<file path="src/rtl/vscale_regfile_sb.sv">
// vscale_regfile_sb: integer register file with a pending-write scoreboard.
//
// Two combinational read ports, a primary writeback port (wen/wa/wd) and a
// long-latency writeback port (lwen/lwa/lwd) that also retires the pending
// reservation of its destination. rsv_en/rsv_wa marks a destination busy,
// flush drops every reservation. Register 0 reads as zero and is never busy.
//
// Ports:
//   clk, reset_n            clock, asynchronous active-low reset
//   ra1/ra2 -> rd1/rd2      read address -> read data
//   rs1_busy/rs2_busy       addressed register awaits a long-latency result
//   wen, wa, wd             primary writeback
//   lwen, lwa, lwd          long-latency writeback, clears busy[lwa]
//   rsv_en, rsv_wa          reserve destination, sets busy[rsv_wa]
//   flush                   clear all busy bits
//   busy_count              number of busy registers
module vscale_regfile_sb #(
  parameter int unsigned XLEN   = 32,
  parameter int unsigned NREGS  = 32,
  parameter int unsigned BYPASS = 1,
  localparam int unsigned AW    = $clog2(NREGS)
) (
  input  logic            clk,
  input  logic            reset_n,
  input  logic [AW-1:0]   ra1,
  input  logic [AW-1:0]   ra2,
  output logic [XLEN-1:0] rd1,
  output logic [XLEN-1:0] rd2,
  output logic            rs1_busy,
  output logic            rs2_busy,
  input  logic            wen,
  input  logic [AW-1:0]   wa,
  input  logic [XLEN-1:0] wd,
  input  logic            lwen,
  input  logic [AW-1:0]   lwa,
  input  logic [XLEN-1:0] lwd,
  input  logic            rsv_en,
  input  logic [AW-1:0]   rsv_wa,
  input  logic            flush,
  output logic [AW:0]     busy_count
);

  localparam bit Byp = (BYPASS != 0);

  logic [XLEN-1:0] mem [NREGS];
  logic [NREGS-1:0] busy_q, busy_d;
  logic [AW:0]      count_q, count_d;

  // Data array is deliberately not reset. The primary port is assigned last so
  // it wins a same-address collision with the long-latency port.
  always_ff @(posedge clk) begin
    if (reset_n) begin
      if (lwen && (lwa != '0)) mem[lwa] <= lwd;
      if (wen && (wa != '0))   mem[wa]  <= wd;
    end
  end

  // Reserve is applied after clear so a same-address reserve+clear stays set.
  always_comb begin
    busy_d = busy_q;
    if (flush) begin
      busy_d = '0;
    end else begin
      if (lwen)   busy_d[lwa]    = 1'b0;
      if (rsv_en) busy_d[rsv_wa] = 1'b1;
    end
    busy_d[0] = 1'b0;
  end

  always_comb begin
    count_d = '0;
    for (int i = 0; i < NREGS; i++) begin
      count_d = count_d + (AW + 1)'(busy_d[i]);
    end
  end

  always_ff @(posedge clk or negedge reset_n) begin
    if (!reset_n) begin
      busy_q  <= '0;
      count_q <= '0;
    end else begin
      busy_q  <= busy_d;
      count_q <= count_d;
    end
  end

  assign busy_count = count_q;

  function automatic logic [XLEN-1:0] read_port(input logic [AW-1:0]   addr,
                                                input logic [XLEN-1:0] stored);
    logic [XLEN-1:0] val;
    if (addr == '0)                        val = '0;
    else if (Byp && wen && (wa == addr))   val = wd;
    else if (Byp && lwen && (lwa == addr)) val = lwd;
    else                                   val = stored;
    return val;
  endfunction

  always_comb begin
    rd1 = read_port(ra1, mem[ra1]);
    rd2 = read_port(ra2, mem[ra2]);
  end

  // A result arriving this cycle already satisfies the dependency when bypassed.
  always_comb begin
    rs1_busy = busy_q[ra1] && !(Byp && lwen && (lwa == ra1));
    rs2_busy = busy_q[ra2] && !(Byp && lwen && (lwa == ra2));
  end

endmodule

</file>
<file path="config.mk">
export PLATFORM = sky130hd
export DESIGN_NAME = vscale_regfile_sb
export DESIGN_NICKNAME = d
export VERILOG_FILES = /design/src/rtl/vscale_regfile_sb.sv
export SDC_FILE = /design/constraint.sdc
export NUM_CORES = 2
export LEC_CHECK = 0
export ABC_CLOCK_PERIOD_IN_PS = 5970
export CELL_PAD_IN_SITES_DETAIL_PLACEMENT = 0
export CELL_PAD_IN_SITES_GLOBAL_PLACEMENT = 2
export CORE_MARGIN = 1
export CORE_UTILIZATION = 49
export CTS_BUF_LIST = sky130_fd_sc_hd__clkbuf_8
export CTS_CLUSTER_SIZE = 20
export DETAILED_ROUTE_END_ITERATION = 16
export GPL_TIMING_DRIVEN = 0
export HOLD_SLACK_MARGIN = 0.05
export PLACE_DENSITY = 0.88
export REMOVE_ABC_BUFFERS = 1
export SLEW_MARGIN = 0
export SYNTH_ARGS = -nofsm -noshare
export SYNTH_HDL_FRONTEND = slang
export SYNTH_SLANG_ARGS = --single-unit
export TNS_END_PERCENT = 100
</file>
<file path="constraint.sdc">
create_clock -name clk -period 5.97 [get_ports clk]
set_input_delay 1.4925 -clock clk [delete_from_list [all_inputs] [get_ports clk]]
set_output_delay 1.4925 -clock clk [all_outputs]
set_load 0.03 [all_outputs]
</file>
# --- After elaboration in Yosys (flattened, before gate mapping) ---
# Memory sizes are Yosys's and may differ from the RTL's.
# Cells that the tools add are included.
# Widths: inputs -> output; s select.
totals:
  regBits: 37
  ramBits: 1024
  input_bits: 95
  output_inout_bits: 72
  mem_count: 1
memory_table:
  columns: ["name", "depth", "word_bits", "read_ports", "rd_clocked_by_memory_dff", "wr", "line_no", "rtl"]
  rows:
  - ["mem", 32, 32, 2, 0, 2, "45", "logic [XLEN-1:0] mem [NREGS];"]
op_classes:
  add_sub_neg: 30
  n_lt_le_gt_ge: 6
  n_eq_ne: 4
  muxes: 24
  bitwise: 3
  n_reduce_logical: 16
op_table:
  columns: ["operator", "count"]
  rows:
  - ["$mux 32", 10]
  - ["$add 6x1->6", 25]
  - ["$and 32x32->32", 1]
  - ["$not 32->32", 1]
  - ["$or 32x32->32", 1]
  - ["$lt 5x6->1 const B", 4]
  - ["$eq 5x5->1", 4]
  - ["$bmux 1 s5", 2]
  - ["$demux 1 s5", 2]
  - ["$ge 5x1->1 const B", 2]
  - ["$logic_and 1x1->1", 10]
  - ["$logic_not 5->1", 2]
  - ["$mux 1", 10]
  - ["$reduce_bool 5->1", 2]
  - ["$add 5x1->6", 1]
  - ["$add 4x1->5", 1]
  - ["$add 3x1->4", 1]
  - ["$add 2x1->3", 1]
  - ["$add 1x1->2", 1]
  - ["$logic_not 1->1", 2]

# --- Depth between registers and ports, before layout ---
depth:
  ltp_word: 41
  depth_mapped: 22

# --- Worst setup path after synthesis ---
# No wires, ideal clock.
synth_path:
  path_kind: "input port to flip-flop"
  from: "input port lwen"
  to: "register count_q[4], in the netlist busy_count[4]"
  setup_time_ns: 0.080
  arrival_ns: 6.375
  required_time_ns: 5.890
  path_slack_ns: -0.485
  cell_stages: 19
  n_path_buf: 1
  cell_sequence: "clkbuf_1 nand2_1 o21ai_0 a21oi_1 fa_1 inv_1 fa_1 inv_1 fa_1 inv_1 fa_1 fa_1 fa_1 fa_1 inv_1 fa_1 a21o_1 a21oi_1 xnor2_1"
synth_between:
  elab_cells_between_ends: 35
synth_lines:
  columns: ["element", "line_no", "rtl"]
  rows:
  - ["from (decl)", "34", "input logic lwen,"]
  - ["$mux 32 (*)", "64", "if (lwen) busy_d[lwa] = 1'b0;"]
  - ["$mux 32 (*)", "61", "if (flush) begin"]
  - ["$or 32x32->32 (no source line)", null, null]
  - ["$mux 32 (*)", "65", "if (rsv_en) busy_d[rsv_wa] = 1'b1;"]
  - ["$mux 32 (*)", "61", null]
  - ["net busy_d[24]", "46", "logic [NREGS-1:0] busy_q, busy_d;"]
  - ["$add 6x1->6 (*) (8 in a row)", "73", "count_d = count_d + (AW + 1)'(busy_d[i]);"]
  - ["net count_d[4]", "47", "logic [AW:0] count_q, count_d;"]
  - ["to (signal assigned)", "83", "count_q <= count_d;"]
  - ["to (decl)", "47", null]
# Mark *: on every way through the listed nets, which the timed path passes. The rest lies on a longest branch. The select of a mux whose other input is x is not followed.

# --- Worst setup path after layout ---
layout_path:
  from: "input port ra2[1]"
  to: "output port rd2[27]"
layout_between:
  elab_chain_len: 5
  elab_cells_between_ends: 9
layout_rtl:
  columns: ["element", "line_no", "rtl"]
  rows:
  - ["from (decl)", "26", "input logic [AW-1:0] ra2,"]
  - ["branches (longest 4 deep; another with $mem_v2 32x32)", null, null]
  - ["$mux 32 (*)", "92", "if (addr == '0) val = '0;"]
  - ["to (decl)", "28", "output logic [XLEN-1:0] rd2,"]
# Mark *: on every way between the ends.

==> reports/qor.txt <==
Max-Cap Viols -> 0
drt via density -> 7.18
met1 WL -> 82,900 um
Setup-failing EPs final -> 3
worst min path class -> input pin to async pin
Placed Cells -> 5,606
Psw -> 4690 uW
WL met3 -> 29,400 um
grt total ovfl -> 0
internal power -> 12,500 uW
clk_skew -> 12.8 ps
FP Rows -> 132
combinational share of power -> 15.2%
Pre-antenna DRT Iters -> 6
I/O pins -> 167
Area growth syn-to-layout -> 16.2%
gr usage total -> 36.3%
Critical Path RT -> 4480 ps
detailed-route DRC error count -> 0
Seq cells post-synth -> 1,061
Yosys cell types -> 63
WL met2 -> 110,000 um
initial antenna violation count -> 10
Final Max Tran Viols -> 0
Final Cycle Share -> 101%
post-route ant nets -> 0
die area -> 133,000 sq um
Synth async-reset ratio -> 3.49%
Die Y -> 365 um
Final Util -> 57.6%
Overall Power -> 17,200 uW
Design Area, Final -> 74,900 sq um
Critical Path End Type -> output port
worst-skew pair later-pin latency -> 920 ps
clock network power share -> 36.3%
Synth Area in Compound Gates -> 3.38%
maximum clock path buffer count -> 3
final-layout fill cell count -> 9,961
Routed WL -> 240,000 um
Worst-path clk slew -> 60 ps
setup ws final -> -74.6 ps
RSZ-0062 raised after global routing -> true
fin cells -> 6,029
Pwr Density -> 230 nW/um^2
Final Hold Fails -> 0
WP data arrival -> 4550 ps
Post-Synth Simple-Gate Area -> 2.51%
DR iter-0 viols -> 6,267
leading post-synthesis cells by cell area -> edfxtp_1, mux4_2, mux2_2
CTS sink count -> 1,061
vias in the first global route -> 43,900
CTS H-tree depth -> 4
Slowest Stage Delay on Critical Path -> 680 ps
mux contribution to synthesized area -> 39.8%
EDFF count, synth -> 1,024
CORE AREA -> 130,000 sq um
Cells after Synth -> 4,061
hpwl dp -> 143,000 um
Sw Share -> 27.2%
Post-Synth XOR/XNOR Area -> 0.313%
Placed Area -> 69,800 sq um
sequential area share after synthesis -> 49.1%
CP Launch Type -> input pin
worst-path cell chain -> buf_16 > buf_16 > buf_16 > xor2_2 > nor3_4 > and4_4 > buf_12 > or4_4 > nand2b_1 > o211ai_1 > buf_4
synthesized area -> 64,500 sq um
crit path kind -> input pin to output port
largest net degree at the start of global routing -> 76
Top cell by count, worst path -> buf_16
CTS tree -> done
Placement Setup Slack -> -2890 ps
YS warnings -> 0
Syn Area/Cell -> 15.9 sq um
nets -> 4,263
register area -> 31,700 sq um
Slowest cell on crit path -> or4_4
TritonCTS Buffers -> 187
Tmin final -> 6040 ps
worst-margin pin slew -> 1330 ps
crit-path max FO -> 33
Pleak -> 0.0254 uW
GPL Wtd Cong -> 0.811
layout cells sized above 1 -> 51.5%
combinational family with the most area after synthesis -> multiplexers
cell taking the most area after synthesis -> edfxtp_1
Initial Utilization -> 49.6%
Avg WL per Cell -> 39.8 um
failing checks -> setup timing
fmax -> 0.165 GHz
Top Layer Used -> met5
vias post-DR -> 43,300
chip width -> 365 um
Rel. slew slack -> 11.2%
Synth top area share -> 47.7%
sequential power share -> 48.5%
clk root buf -> clkbuf_8
Main synth FF type -> edfxtp_1
area of the multi-input gates -> 31,400 sq um
Peak VDD IR -> 0.206 mV
PortBufs -> 166
global-route wire length before repair -> 332,000 um
outcome -> finished, violations left
Post-Synth Adder-Cell Area -> 0.850%
[worst max-delay path, delay by kind of cell]
| family | cells | cell delay [ps] |
|---|---|---|
| buf+inv | 5 | 1060 |
| simple gates | 4 | 1240 |
| compound gates | 1 | 380 |
| xor+xnor | 1 | 220 |
[final timing paths]
kind	from	depth (start not counted)	slack, ps	end
worst min-delay path	reset_n	1	420	busy_q[28]$_DFF_PN0_
worst max-delay path	ra2[1]	11	-70	rd2[27]
min in group clk	busy_q[26]$_DFF_PN0_	2	580	busy_q[26]$_DFF_PN0_
worst min register to register	busy_q[26]$_DFF_PN0_	2	580	busy_q[26]$_DFF_PN0_
worst max register to register	busy_q[28]$_DFF_PN0_	17	960	busy_count[4]$_DFF_PN0_
max in group asynchronous	reset_n	2	5050	busy_count[4]$_DFF_PN0_
[timing repair]
action                                 in CTS  in global routing
pin swaps                                  32                 15
gates resized for setup                   290                 61
setup buffers                              50                  8
setup endpoints to repair                  72                 33
hold buffers                                0                  0
cloned                                     24                  3
endpoints found under the hold margin       0                  0
[layout make-up]
cell class | instances | area share (%)
Antenna cell | 7 | 0.0234
Clock buffer | 195 | 3.58
Clock inverter | 136 | 0.787
Inverter | 48 | 0.252
Multi-Input combinational cell | 2447 | 41.9
Sequential cell | 1061 | 42.3
Tap cell | 1742 | 2.91
Timing Repair Buffer | 393 | 8.26
[flip-flops by register name (all words and copies together), names as in the netlist]
| name | cells |
|---|---|
| mem | 1024 |
| busy_count | 6 |
| busy_q | 31 |
[metrics by stage]
step / TNS, ps / hold slack, ps
global placement: - / 583
detailed placement: -129450 / 593
floorplan: -1040 / 536
finish: -167 / 423
CTS: -21.9 / 362
global route: -206 / 408
[synth_stat cells, types with 4 or more instances]
cell,number
a31oi_1,5
nand4_1,32
mux4_2,575
fa_1,23
buf_6,19
nand2b_1,26
nor2_1,44
xor2_1,9
xnor2_1,14
inv_1,47
clkbuf_1,357
edfxtp_1,1024
dfrtp_1,37
mux2i_1,126
nand3_1,12
nand4b_1,4
buf_1,41
a221oi_1,20
mux2_1,25
nor2b_1,15
mux2_2,989
a22o_1,14
buf_4,24
o22ai_1,41
nor4_2,4
o211ai_1,39
a22oi_1,12
and3_1,28
a32oi_1,5
nand2_1,98
nor3_1,13
a221o_1,10
o21ai_0,84
buf_2,92
nor3b_1,9
ha_1,7
a21oi_1,69
nand3b_1,9
a21o_1,16
[layout by cell type, fill, tap and decap left out, drive strengths merged, types with 23 or more instances in the layout]
master            n
clkdlybuf4s50    79
inv             108
mux4            575
o21ai            87
nand2            98
o211ai           39
mux2           1014
nand2b           26
fa               23
clkbuf          207
dfrtp            37
clkinv           72
mux2i           126
nor2             45
nand4            32
a21oi            69
o22ai            41
bufbuf           23
dlygate4sd2      28
and3             28
edfxtp         1024
buf             231
conb             32
[per-layer routing]
metal / vias up / GRT usage, %
li1: 16700 / -
met1: 22300 / 45.5
met2: 3373 / 55.6
met3: 902 / 9.75
met4: 12 / 23.5
met5: - / 0
[power groups by stage]
| stage | combinational [uW] | sequential (uW) | clock, uW |
|---|---|---|---|
| floorplan | 1240 | 8490 | 0 |
| global placement | 3020 | 8500 | 0 |
| detailed placement | 2410 | 8490 | 0 |
| CTS | 2550 | 8340 | 6270 |
| global route | 2710 | 8350 | 6580 |
| finish | 2610 | 8340 | 6260 |
[cell families (layout without fill, tap and decap cells)]
family          Yosys count  in the layout
flops                  1061           1061
xor+xnor                 23             23
buf+inv                 585            772
mux                    1715           1715
fa+ha+maj                30             30
simple gates            309            310
compound gates          337            337
other cells               1             39
(Power assumes the default switching activity.)
